## src/rtl/game_input_conditioner_pkg.sv

```systemverilog
// ============================================================================
// Module      : game_input_conditioner_pkg
// Description : Shared channel indices, counts and default timing constants
//               for the board input conditioner.
// Revision    : 1.0 - initial release
// ============================================================================
`default_nettype none

package game_input_conditioner_pkg;

  localparam int BTN1_IDX = 0;
  localparam int BTN6_IDX = 1;
  localparam int SW7_IDX  = 7;

  localparam int NUM_BTN = 2;
  localparam int NUM_SW  = 8;

  localparam int DEFAULT_DEBOUNCE_CYCLES = 20000;
  localparam int DEFAULT_LONG_CYCLES     = 2000000;

endpackage

`default_nettype wire

```

## src/rtl/game_input_conditioner_debounce_cell.sv

```systemverilog
// ============================================================================
// Module      : game_input_conditioner_debounce_cell
// Description : Debounce cell: two-flop synchroniser, stability counter,
//               accepted level and registered one-cycle rise/fall pulses.
// Revision    : 1.0 - initial release
// ============================================================================
`default_nettype none

module game_input_conditioner_debounce_cell
  import game_input_conditioner_pkg::*;
#(
  parameter int DEBOUNCE_CYCLES = DEFAULT_DEBOUNCE_CYCLES
) (
  input  logic clk,
  input  logic rst_n,
  input  logic raw_i,
  output logic level_o,
  output logic rise_o,
  output logic fall_o
);

  localparam int               CW      = $clog2(DEBOUNCE_CYCLES);
  localparam logic [CW-1:0]    CNT_MAX = CW'(DEBOUNCE_CYCLES - 1);

  logic          s1_q, s2_q;
  logic          stable_q, stable_d;
  logic [CW-1:0] cnt_q, cnt_d;
  logic          rise_q, rise_d;
  logic          fall_q, fall_d;

  // Any sample agreeing with the accepted level restarts the count.
  always_comb begin
    stable_d = stable_q;
    cnt_d    = '0;
    rise_d   = 1'b0;
    fall_d   = 1'b0;
    if (s2_q != stable_q) begin
      if (cnt_q == CNT_MAX) begin
        stable_d = s2_q;
        rise_d   = s2_q;
        fall_d   = ~s2_q;
      end else begin
        cnt_d = cnt_q + 1'b1;
      end
    end
  end

  always_ff @(posedge clk or negedge rst_n) begin
    if (!rst_n) begin
      s1_q     <= 1'b0;
      s2_q     <= 1'b0;
      stable_q <= 1'b0;
      cnt_q    <= '0;
      rise_q   <= 1'b0;
      fall_q   <= 1'b0;
    end else begin
      s1_q     <= raw_i;
      s2_q     <= s1_q;
      stable_q <= stable_d;
      cnt_q    <= cnt_d;
      rise_q   <= rise_d;
      fall_q   <= fall_d;
    end
  end

  assign level_o = stable_q;
  assign rise_o  = rise_q;
  assign fall_o  = fall_q;

endmodule

`default_nettype wire

```

## src/rtl/game_input_conditioner.sv

```systemverilog
// ============================================================================
// Module      : game_input_conditioner
// Description : Synchronises, debounces and edge-detects BTN1/BTN6/SW[7:0].
//               Long-press detection is built when INPUT_COND_LONGPRESS_EN
//               is defined; otherwise btn_long is tied low.
// Revision    : 1.0 - initial release
// ============================================================================
`default_nettype none

module game_input_conditioner
  import game_input_conditioner_pkg::*;
#(
  parameter int DEBOUNCE_CYCLES = DEFAULT_DEBOUNCE_CYCLES,
  parameter int LONG_CYCLES     = DEFAULT_LONG_CYCLES
) (
  input  logic       clk,
  input  logic       rst_n,
  input  logic [1:0] btn_raw,
  input  logic [7:0] sw_raw,
  output logic [1:0] btn_level,
  output logic [1:0] btn_press,
  output logic [1:0] btn_long,
  output logic [7:0] sw_level,
  output logic [7:0] sw_change
);

  logic [NUM_BTN-1:0] btn_lvl;
  logic [NUM_BTN-1:0] btn_rise;
  logic [NUM_BTN-1:0] btn_fall_unused;
  logic [NUM_SW-1:0]  sw_rise;
  logic [NUM_SW-1:0]  sw_fall;

  for (genvar i = 0; i < NUM_BTN; i++) begin : g_btn
    game_input_conditioner_debounce_cell #(
      .DEBOUNCE_CYCLES(DEBOUNCE_CYCLES)
    ) u_cell (
      .clk    (clk),
      .rst_n  (rst_n),
      .raw_i  (btn_raw[i]),
      .level_o(btn_lvl[i]),
      .rise_o (btn_rise[i]),
      .fall_o (btn_fall_unused[i])
    );
  end

  for (genvar i = 0; i < NUM_SW; i++) begin : g_sw
    game_input_conditioner_debounce_cell #(
      .DEBOUNCE_CYCLES(DEBOUNCE_CYCLES)
    ) u_cell (
      .clk    (clk),
      .rst_n  (rst_n),
      .raw_i  (sw_raw[i]),
      .level_o(sw_level[i]),
      .rise_o (sw_rise[i]),
      .fall_o (sw_fall[i])
    );
  end

  assign btn_level = btn_lvl;
  assign btn_press = btn_rise;
  assign sw_change = sw_rise | sw_fall;

`ifdef INPUT_COND_LONGPRESS_EN
  localparam int            HW       = $clog2(LONG_CYCLES + 1);
  localparam logic [HW-1:0] HOLD_MAX = HW'(LONG_CYCLES);
  localparam logic [HW-1:0] HOLD_PRE = HW'(LONG_CYCLES - 1);

  for (genvar i = 0; i < NUM_BTN; i++) begin : g_long
    logic [HW-1:0] hold_q, hold_d;
    logic          long_q, long_d;

    // Saturating hold time; the pulse fires only on the step into HOLD_MAX.
    always_comb begin
      hold_d = '0;
      long_d = 1'b0;
      if (btn_lvl[i]) begin
        hold_d = (hold_q == HOLD_MAX) ? hold_q : hold_q + 1'b1;
        long_d = (hold_q == HOLD_PRE);
      end
    end

    always_ff @(posedge clk or negedge rst_n) begin
      if (!rst_n) begin
        hold_q <= '0;
        long_q <= 1'b0;
      end else begin
        hold_q <= hold_d;
        long_q <= long_d;
      end
    end

    assign btn_long[i] = long_q;
  end
`else
  logic [$clog2(LONG_CYCLES + 1)-1:0] unused_hold;
  assign unused_hold = '0;
  assign btn_long    = '0;
`endif

endmodule

`default_nettype wire
```

## config.mk

```make
export PLATFORM = sky130hd
export DESIGN_NAME = game_input_conditioner
export DESIGN_NICKNAME = d
export VERILOG_FILES = /design/src/rtl/game_input_conditioner_pkg.sv /design/src/rtl/game_input_conditioner_debounce_cell.sv /design/src/rtl/game_input_conditioner.sv
export SDC_FILE = /design/constraint.sdc
export NUM_CORES = 1
export LEC_CHECK = 0
export BUFFER_PORTS_ARGS = -buffer_cell sky130_fd_sc_hd__buf_2
export CORE_MARGIN = 10
export CORE_UTILIZATION = 55
export DETAILED_ROUTE_END_ITERATION = 8
export PLACE_DENSITY = 0.72
export SLEW_MARGIN = 20
export SYNTH_ARGS = -nofsm -noshare
export SYNTH_HDL_FRONTEND = slang
export SYNTH_SLANG_ARGS = --single-unit
```

## constraint.sdc

```tcl
create_clock -name clk -period 2.1 [get_ports clk]
set_input_delay 0.105 -clock clk [delete_from_list [all_inputs] [get_ports clk]]
set_output_delay 0.105 -clock clk [all_outputs]
set_load 0.05 [all_outputs]
```

# Word level (Yosys, flattened, before mapping)
# Index checks and enable logic that the tools add are counted.
[totals]
in_bits = 12
ff_bits = 198
word_cells = 163
out_inout_bits = 22
[classes]
reduce_logical = 10
bitwise = 9
mux = 56
addsub = 10
eq_ne = 20
[ops]
columns = ["cell", "count"]
rows = [
  ["$mux W15", 20],
  ["$add A15 B1 Y15 const B", 10],
  ["$eq A15 B15 Y1 const B", 10],
  ["$mux W1", 36],
  ["$reduce_and A2 Y1", 10],
  ["$ne A1 B1 Y1", 10],
  ["$not A1 Y1", 8],
  ["$or A8 B8 Y8", 1],
]

# Logic depth before layout (Yosys ltp)
# Gate-level depths: netlist (run 1).
[logic_depth]
depth_word = 3
depth_mapped = 7

# Hierarchy
# A second synthesis (run 1) with hierarchy kept.
[hier_totals]
cells_unflattened = 821
hier_area_um2 = 9778.1
[by_module_without_submodules]
columns = ["mod", "cells_per_inst", "seq_area_each_um2", "n_inst", "area_each_um2"]
rows = [
  ["game_input_conditioner_debounce_cell", 81, 500.5, 10, 970.9],
  ["game_input_conditioner", 11, 0.0, 1, 68.8],
]

# Least setup slack after synthesis (run 1)
# OpenSTA, ideal clock, no wires.
[synth_timing]
path_type = "register to register"
start = "reg g_sw[0].u_cell.cnt_q[12]"
end = "reg g_sw[0].u_cell.stable_q"
synth_period_minus_slack_ns = 1.877
slack_ns = 0.223
t_required_ns = 1.975
path_buffers = 0
arrival_ns = 1.752
path_stages_with_launch = 4
path_cell_list = "dfrtp_1 -> or4b_1 -> or4_4 -> mux2_4"
[synth_via]
elab_chain_len = 2
[synth_lines]
columns = ["element", "line", "source"]
rows = [
  ["start: declaration", "game_input_conditioner_debounce_cell.sv:27", "logic [CW-1:0] cnt_q, cnt_d;"],
  ["start signal: assignment", "game_input_conditioner_debounce_cell.sv:60", "cnt_q <= cnt_d;"],
  ["$eq A15 B15 Y1", "game_input_conditioner_debounce_cell.sv:38", "if (cnt_q == CNT_MAX) begin"],
  ["$reduce_and A2 Y1 (no line)", "-", ""],
  ["end signal: assignment", "game_input_conditioner_debounce_cell.sv:59", "stable_q <= stable_d;"],
  ["end: declaration", "game_input_conditioner_debounce_cell.sv:26", "logic stable_q, stable_d;"],
]
# No other way between the ends.
# A chain may end at the register's enable or synchronous reset.

# Worst setup path in the final report (run 1)
[layout_timing]
start = "reg g_sw[1].u_cell.cnt_q[12]"
end = "reg g_sw[1].u_cell.cnt_q[8]"
[layout_via]
elab_chain_len = 3
[layout_lines]
columns = ["element", "line", "source"]
rows = [
  ["start: declaration", "game_input_conditioner_debounce_cell.sv:27", ""],
  ["start signal: assignment", "game_input_conditioner_debounce_cell.sv:60", ""],
  ["$eq A15 B15 Y1", "game_input_conditioner_debounce_cell.sv:38", ""],
  ["$mux W15", "game_input_conditioner_debounce_cell.sv:38", ""],
  ["$mux W15", "game_input_conditioner_debounce_cell.sv:37", "if (s2_q != stable_q) begin"],
  ["net g_sw[1].u_cell.cnt_d[8]", "game_input_conditioner_debounce_cell.sv:27", ""],
]
# The timed path passes the listed nets, and every way through them passes these cells.

==> results of run 1 <==
-- metrics by stage --
stage | total power, uW | setup slack [ns] | hold WS [ns] | instance area [um^2]
2_1_floorplan | 4160 | 0.223 | -0.191 | 8990
3_3_place_gp | 4290 | 0.140 | 0.133 | 9290
3_5_place_dp | 4300 | 0.109 | 0.136 | 9290
4_1_cts | 7700 | 0.0776 | 0.243 | 10000
5_1_grt | 7920 | 0.00754 | 0.272 | 10000
6_report | 7600 | 0.102 | 0.230 | 10000
-- layout by cell type (no fill, tap or decap), drive strengths merged, types with 4 or more instances in the layout --
cell type / synthesis / layout
or4: 6 / 6
or3: 6 / 6
dfrtp: 198 / 198
mux2: 10 / 10
xor2: 58 / 58
clkinv: 0 / 4
and3: 6 / 6
or2: 8 / 8
or4b: 6 / 6
xnor2: 82 / 82
dlygate4sd3: 0 / 11
nand4: 48 / 48
ha: 10 / 10
and4: 17 / 17
buf: 20 / 38
nor3: 32 / 32
inv: 23 / 24
nor4: 24 / 24
clkbuf: 12 / 22
nand2: 37 / 37
nand2b: 10 / 10
nand3: 43 / 43
nor3b: 18 / 18
nor2: 158 / 158
-- final cells by class --
type                    count  area share, %
repair buffers             50           3.58
well taps                 216           2.70
flip-flops and latches    198           49.4
multi-input cells         588           37.2
inverters                  23          0.861
clock inverters            11           1.45
clock buffers              21           4.79
-- registers in the layout, summed over array words and instances, names as in the netlist --
name	flops
g_sw.u_cell.level_o	8
g_sw.u_cell.cnt_q	120
g_sw.u_cell.s2_q	8
g_btn.u_cell.s2_q	2
g_btn.u_cell.cnt_q	30
g_sw.u_cell.rise_o	8
g_btn.u_cell.s1_q	2
g_btn.u_cell.level_o	2
g_sw.u_cell.s1_q	8
g_sw.u_cell.fall_o	8
g_btn.u_cell.rise_o	2
-- metal layers --
metal	part of all wire [%]	wire length, um
met5	0	0
met4	0.90	134
met3	3.4	504
met2	46	6870
met1	49	7340
-- Yosys cell counts, drive strengths merged --
| cell type | number |
|---|---|
| dfrtp | 198 |
| nor2 | 158 |
| xnor2 | 82 |
| xor2 | 58 |
| nand4 | 48 |
| nand3 | 43 |
| nand2 | 37 |
| nor3 | 32 |
| nor4 | 24 |
| inv | 23 |
| buf | 20 |
| nor3b | 18 |
| and4 | 17 |
| clkbuf | 12 |
| ha | 10 |
| mux2 | 10 |
| nand2b | 10 |
| or2 | 8 |
| and3 | 6 |
| or3 | 6 |
| or4 | 6 |
| or4b | 6 |
| nor4b | 3 |
| nor4bb | 3 |
| and2 | 1 |
| conb | 1 |
-- power by group through the flow --
| stage | clock (uW) | combinational, uW | sequential [uW] |
|---|---|---|---|
| 2_1_floorplan | 0 | 158 | 4000 |
| 3_3_place_gp | 0 | 275 | 4010 |
| 3_5_place_dp | 0 | 278 | 4020 |
| 4_1_cts | 3460 | 296 | 3950 |
| 5_1_grt | 3640 | 329 | 3950 |
| 6_report | 3370 | 284 | 3950 |
-- timing repair --
action | CTS | global route
hold buffers | 11 | 0
endpoints found under the hold margin | 70 | 0
setup buffers | 0 | 0
-- worst min path at each step --
stage / startpoint / endpoint / cells past startpoint
CTS: rst_n / g_sw[4].u_cell.cnt_q[0]$_DFF_PN0_ / 2
detailed placement: rst_n / g_sw[4].u_cell.cnt_q[10]$_DFF_PN0_ / 1
finish: rst_n / g_sw[4].u_cell.cnt_q[10]$_DFF_PN0_ / 2
floorplan: rst_n / g_btn[0].u_cell.cnt_q[0]$_DFF_PN0_ / 0
global placement: rst_n / g_sw[4].u_cell.cnt_q[10]$_DFF_PN0_ / 1
global route: rst_n / g_sw[4].u_cell.cnt_q[9]$_DFF_PN0_ / 2
-- logic make-up (layout without fill, tap and decap cells) --
family | Yosys count | in the layout | share of synthesized area [%]
XOR/XNOR | 140 | 140 | 13.6
buffers and inverters | 55 | 105 | 3.38
adder cells (fa/ha/maj) | 10 | 10 | 1.39
other | 1 | 2 | 0.0417
AND/OR/NAND/NOR | 426 | 426 | 24.9
flip-flops | 198 | 198 | 55.2
multiplexers | 10 | 10 | 1.50
==> metrics, run 1 <==
Critical Path Stages 4; H-tree levels 4; clock buffer count from CTS 17; fin. max-slew vios 0; Comb pwr share 3.7%; drt first-iter violations 268; first-pass GRT wire length 26,600 um; fin util 62.9%; register area 0.00495 mm^2; Leak 0.00435 uW; Max Clock Skew 0.00570 ns; total of max-cap violations 0; final std cells w/o fill 1,107; Remaining DRCs 0; Post-Syn Area 0.00898 mm^2; delay-heaviest family, CP simple AND/OR/NAND/NOR gates; Final min period 2.00 ns; Crit Reg-Reg Startpoint g_sw[1].u_cell.cnt_q[12]$_DFF_PN0_; register area share after synthesis 55.2%; final hold violations 0; Worst path slowest cell or4_4; final setup TNS 0 ns; largest cells by area after synthesis dfrtp_1, xnor2_1, nor2_1; routed via count 5,841; P_int 5980 uW; GR Util met3 4.37%; number of fill cells 1,330; drt wl/cell 13.4 um; io pins 34; final WL 14,900 um; Die Ht 148 um; Worst-Margin Slew 0.534 ns; # diodes 0; RePlAce Congestion 0.811; status finished, final reports clean; met2 Resource Use GR 22.7%; Setup CP Type register to register; Sw Ratio 21.3%; Worst setup SP type register; Synth area leader dfrtp_1; vias in the first global route 5,710; maximum vdd ir drop 0.804 mV; CP max FO 13; Cell variety after synth 29; placed cell count 1,064; HPWL Detailed 9960 um; Clk pwr share 44.3%; # setup viols final 0; power per cell area 758 mW/mm^2; die area 0.0218 mm^2; Via-to-Cell Ratio 5.28; share of the synthesized area in the top cell type 55.2%; final net count 900; # rows 46; NetSw 1620 uW; Max clock buf depth 2; Flop pwr share 51.9%; Slew HR 64.4%; Post-DRT Antenna Nets 0; CTS clk-pin slew, worst paths 0.07 ns; setup slack, reg-to-reg 0.10 ns; post-CTS sizing 0; core box area 0.0159 mm^2; yosys warns 0; Sinks on Clock Net 198; drt pass-1 iters 6; required time of the critical path 2.40 ns; crit path buf inv count 0; total gr overflow 0; TritonCTS clock tree done; busiest grt layer met2; CP Capture Type register; grt met1 use 19.1%; Syn-to-layout area delta 11.6%; worst setup path end g_sw[1].u_cell.cnt_q[8]$_DFF_PN0_; highest clock rate 0.500 GHz; die width 148 um; footprint of the multi-input gates 0.00373 mm^2; share of layout cells above drive strength 1 11.3%; CP cell instances or4b_1 -> or4_4 -> nand2b_2 -> nor2_1; hold crit path type input pin to asynchronous set/reset pin; largest net degree at the start of global routing 66; crit path from g_sw[1].u_cell.cnt_q[12]$_DFF_PN0_; Yosys reg bits 198; Global Route Usage Sum 14.4%; RSZ-0062 raised after global routing false; worst skew pair latency 0.42 ns; fin crit share 95.2%; initial antenna violation count 0; clk root buf clkbuf_16; synthesized area per cell 10.7 um^2; Crit path arrival time 2.29 ns; Cells after Synth 840; r2r worst-path depth 4; Reg2Reg Capture Point g_sw[1].u_cell.cnt_q[8]$_DFF_PN0_; Initial Util 56.3%; CP peak stage delay 0.59 ns; I/O Buffers 31
(Power assumes the default switching activity.)
==> inputs of run 2 (changes only) <==
- PLACE_DENSITY: 0.72 -> 0.75
- clock period: 2.1 -> 1.67 ns (I/O delays scaled with it)
==> run 2 against run 1 <==
The flow now finishes with violations (setup timing). Clock power rose by 29%. Critical endpoint is now g_sw[4].u_cell.level_o$_DFFE_PN0P_. Count of clock-buffer cells in the layout did not move. Worst hold slack got worse by 0.13 ns. Register-to-register slack got worse by 0.34 ns. Clock skew rose by 0.0029 ns.
==> metrics, run 2 (same netlist as run 1, synthesis figures left out) <==
status finished, violations left; violated checks setup timing; CTS clk-pin slew, worst paths 0.07 ns (about the same); fin crit share 114% (+19 points); most frequent cells in the layout dfrtp_1, nor2_1, buf_4; Remaining DRCs 0 (unchanged); worst setup margin -0.240 ns (-0.342 ns); core box area 0.0159 mm^2 (unchanged); final WL 16,700 um (+13%); share of layout cells above drive strength 1 25.4% (+14 points); most common cell after layout, fill and taps aside dfrtp_1; Syn-to-layout area delta 23.1%; Setup CP Type register to register; RSZ-0062 raised after global routing true; total of max-cap violations 0 (unchanged); CP peak stage delay 0.57 ns (-0.02 ns); metal3 WL 461 um (-8.5%); Via-to-Cell Ratio 5.23 (-0.79%); Crit path arrival time 2.23 ns (-0.06 ns); fin util 69.4% (+6.5 points); # setup viols final 96 (+96); first-pass GRT wire length 28,900 um (+8.6%); Global Route Usage Sum 15.8% (+1.4 points); Max Clock Skew 0.00863 ns (+0.00293 ns); Final min period 1.91 ns (-0.0879 ns); largest net degree at the start of global routing 65 (-1.5%); RePlAce Congestion 0.803 (-0.94%); CP Capture Type register; final std cells w/o fill 1,197 (+8.1%); top sig layer met4; initial antenna violation count 0 (unchanged); routed via count 6,266 (+7.3%); CP max FO 5 (-8); CP cell instances or4b_1 -> or4_4 -> mux2_4; total gr overflow 0 (unchanged); drt wl/cell 14.0 um (+4.2%); Worst path slowest cell or4_4; clk root buf clkbuf_16; H-tree levels 4 (unchanged); Leak 0.00485 uW (+12%); drt pass-1 iters 4 (-2); Initial Util 56.3% (unchanged); die width 148 um (unchanged); # rows 46 (unchanged); Worst setup SP type register; clock buffer count from CTS 17 (unchanged); final hold violations 0 (unchanged); final net count 990 (+10%); TritonCTS clock tree done; highest clock rate 0.523 GHz (+4.6%); required time of the critical path 1.99 ns (-0.41 ns); I/O Buffers 31 (unchanged); Top Registers g_sw.u_cell.cnt_q x120, g_btn.u_cell.cnt_q x30; Sinks on Clock Net 198 (unchanged); power per cell area 886 mW/mm^2 (+17%); # diodes 0 (unchanged); delay-heaviest family, CP simple AND/OR/NAND/NOR gates; hold crit path type input pin to asynchronous set/reset pin; io pins 34 (unchanged); Max clock buf depth 2 (unchanged); hold slack 0.0986 ns (-0.131 ns); max reg flops 120 (unchanged); vias in the first global route 6,283 (+10%); worst slack, placed -0.247 ns (-0.356 ns); met2 WL post-DR 8150 um (+19%); Die Ht 148 um (unchanged); placed cell count 1,143 (+7.4%); worst skew pair latency 0.44 ns (+0.02 ns); Post-DRT Antenna Nets 0 (unchanged); maximum vdd ir drop 0.736 mV (-8.4%); drt first-iter violations 310 (+16%); fin. max-slew vios 0 (unchanged); wire length on met1 7960 um (+8.3%); HPWL Detailed 10,800 um (+8.3%); die area 0.0218 mm^2 (unchanged); crit path buf inv count 0 (unchanged); Biggest register g_sw.u_cell.cnt_q
[run 2: cell types whose count changed in the layout (fill, tap and decap cells not counted), sizes merged]
cell	previous run	this run
clkinvlp	3	2
bufinv	3	4
nand2b	10	16
buf	38	122
[run 2: repair_timing]
item	4_1_cts	5_1_grt
resized for setup	27	56
cloned	4	2
hold buffers	11	0
endpoints found under the hold margin	208	0
endpoints found under the setup margin	96	116
buffers inserted	2	3
pin swaps	33	28
[run 2: cell type report]
class,count,area (um^2)
flip-flops and latches,198,4950
fillers,1171,4890
multi-input cells,594,4070
repair buffers,134,1030
clock buffers,21,470
well taps,216,270
clock inverters,11,171
inverters,23,86.3
[run 2: metal layers]
| metal | vias to the layer above | track usage, % |
|---|---|---|
| li1 | 3124 | - |
| met1 | 3076 | 20.7 |
| met2 | 55 | 25.2 |
| met3 | 11 | 4.12 |
| met4 | 0 | 4.66 |
| met5 | - | 0 |
[run 2: final timing paths]
check                                                   start                             endpoint  slack [ns]  cells after the start
max                        g_sw[4].u_cell.cnt_q[13]$_DFF_PN0_   g_sw[4].u_cell.level_o$_DFFE_PN0P_       -0.24                      3
min                                                     rst_n  g_btn[0].u_cell.cnt_q[12]$_DFF_PN0_         0.1                      2
max reg2reg                g_sw[4].u_cell.cnt_q[13]$_DFF_PN0_   g_sw[4].u_cell.level_o$_DFFE_PN0P_       -0.24                      3
min reg2reg                    g_btn[1].u_cell.s1_q$_DFF_PN0_       g_btn[1].u_cell.s2_q$_DFF_PN0_        0.35                      0
max in group asynchronous                               rst_n      g_sw[7].u_cell.fall_o$_DFF_PN0_        0.97                      3
min in group clk                                    sw_raw[2]        g_sw[2].u_cell.s1_q$_DFF_PN0_        0.29                      2
[run 2: power by group]
part / switching, uW / leakage [uW] / internal [uW] / total [uW]
logic: 303 / 0.00185 / 193 / 496
registers: 68.3 / 0.00270 / 4880 / 4950
clock network: 1730 / 0.000310 / 2630 / 4360
[run 2: worst reg2reg max path, stage by stage, from the launching register on]
cell and delay [ns]:
dfrtp_1 0.38, or4b_1 0.53, or4_4 0.57, mux2_4 0.32
[run 2: metrics by stage]
stage	setup TNS [ns]	cell area, um^2	power, uW
after detailed placement	-17.75	9920	5460
after floorplan	-8.64	8990	5230
after CTS	-11.66	10800	9890
final	-13.29	11100	9800
after global routing	-18.65	11100	10200
after global placement	-14.13	9920	5440
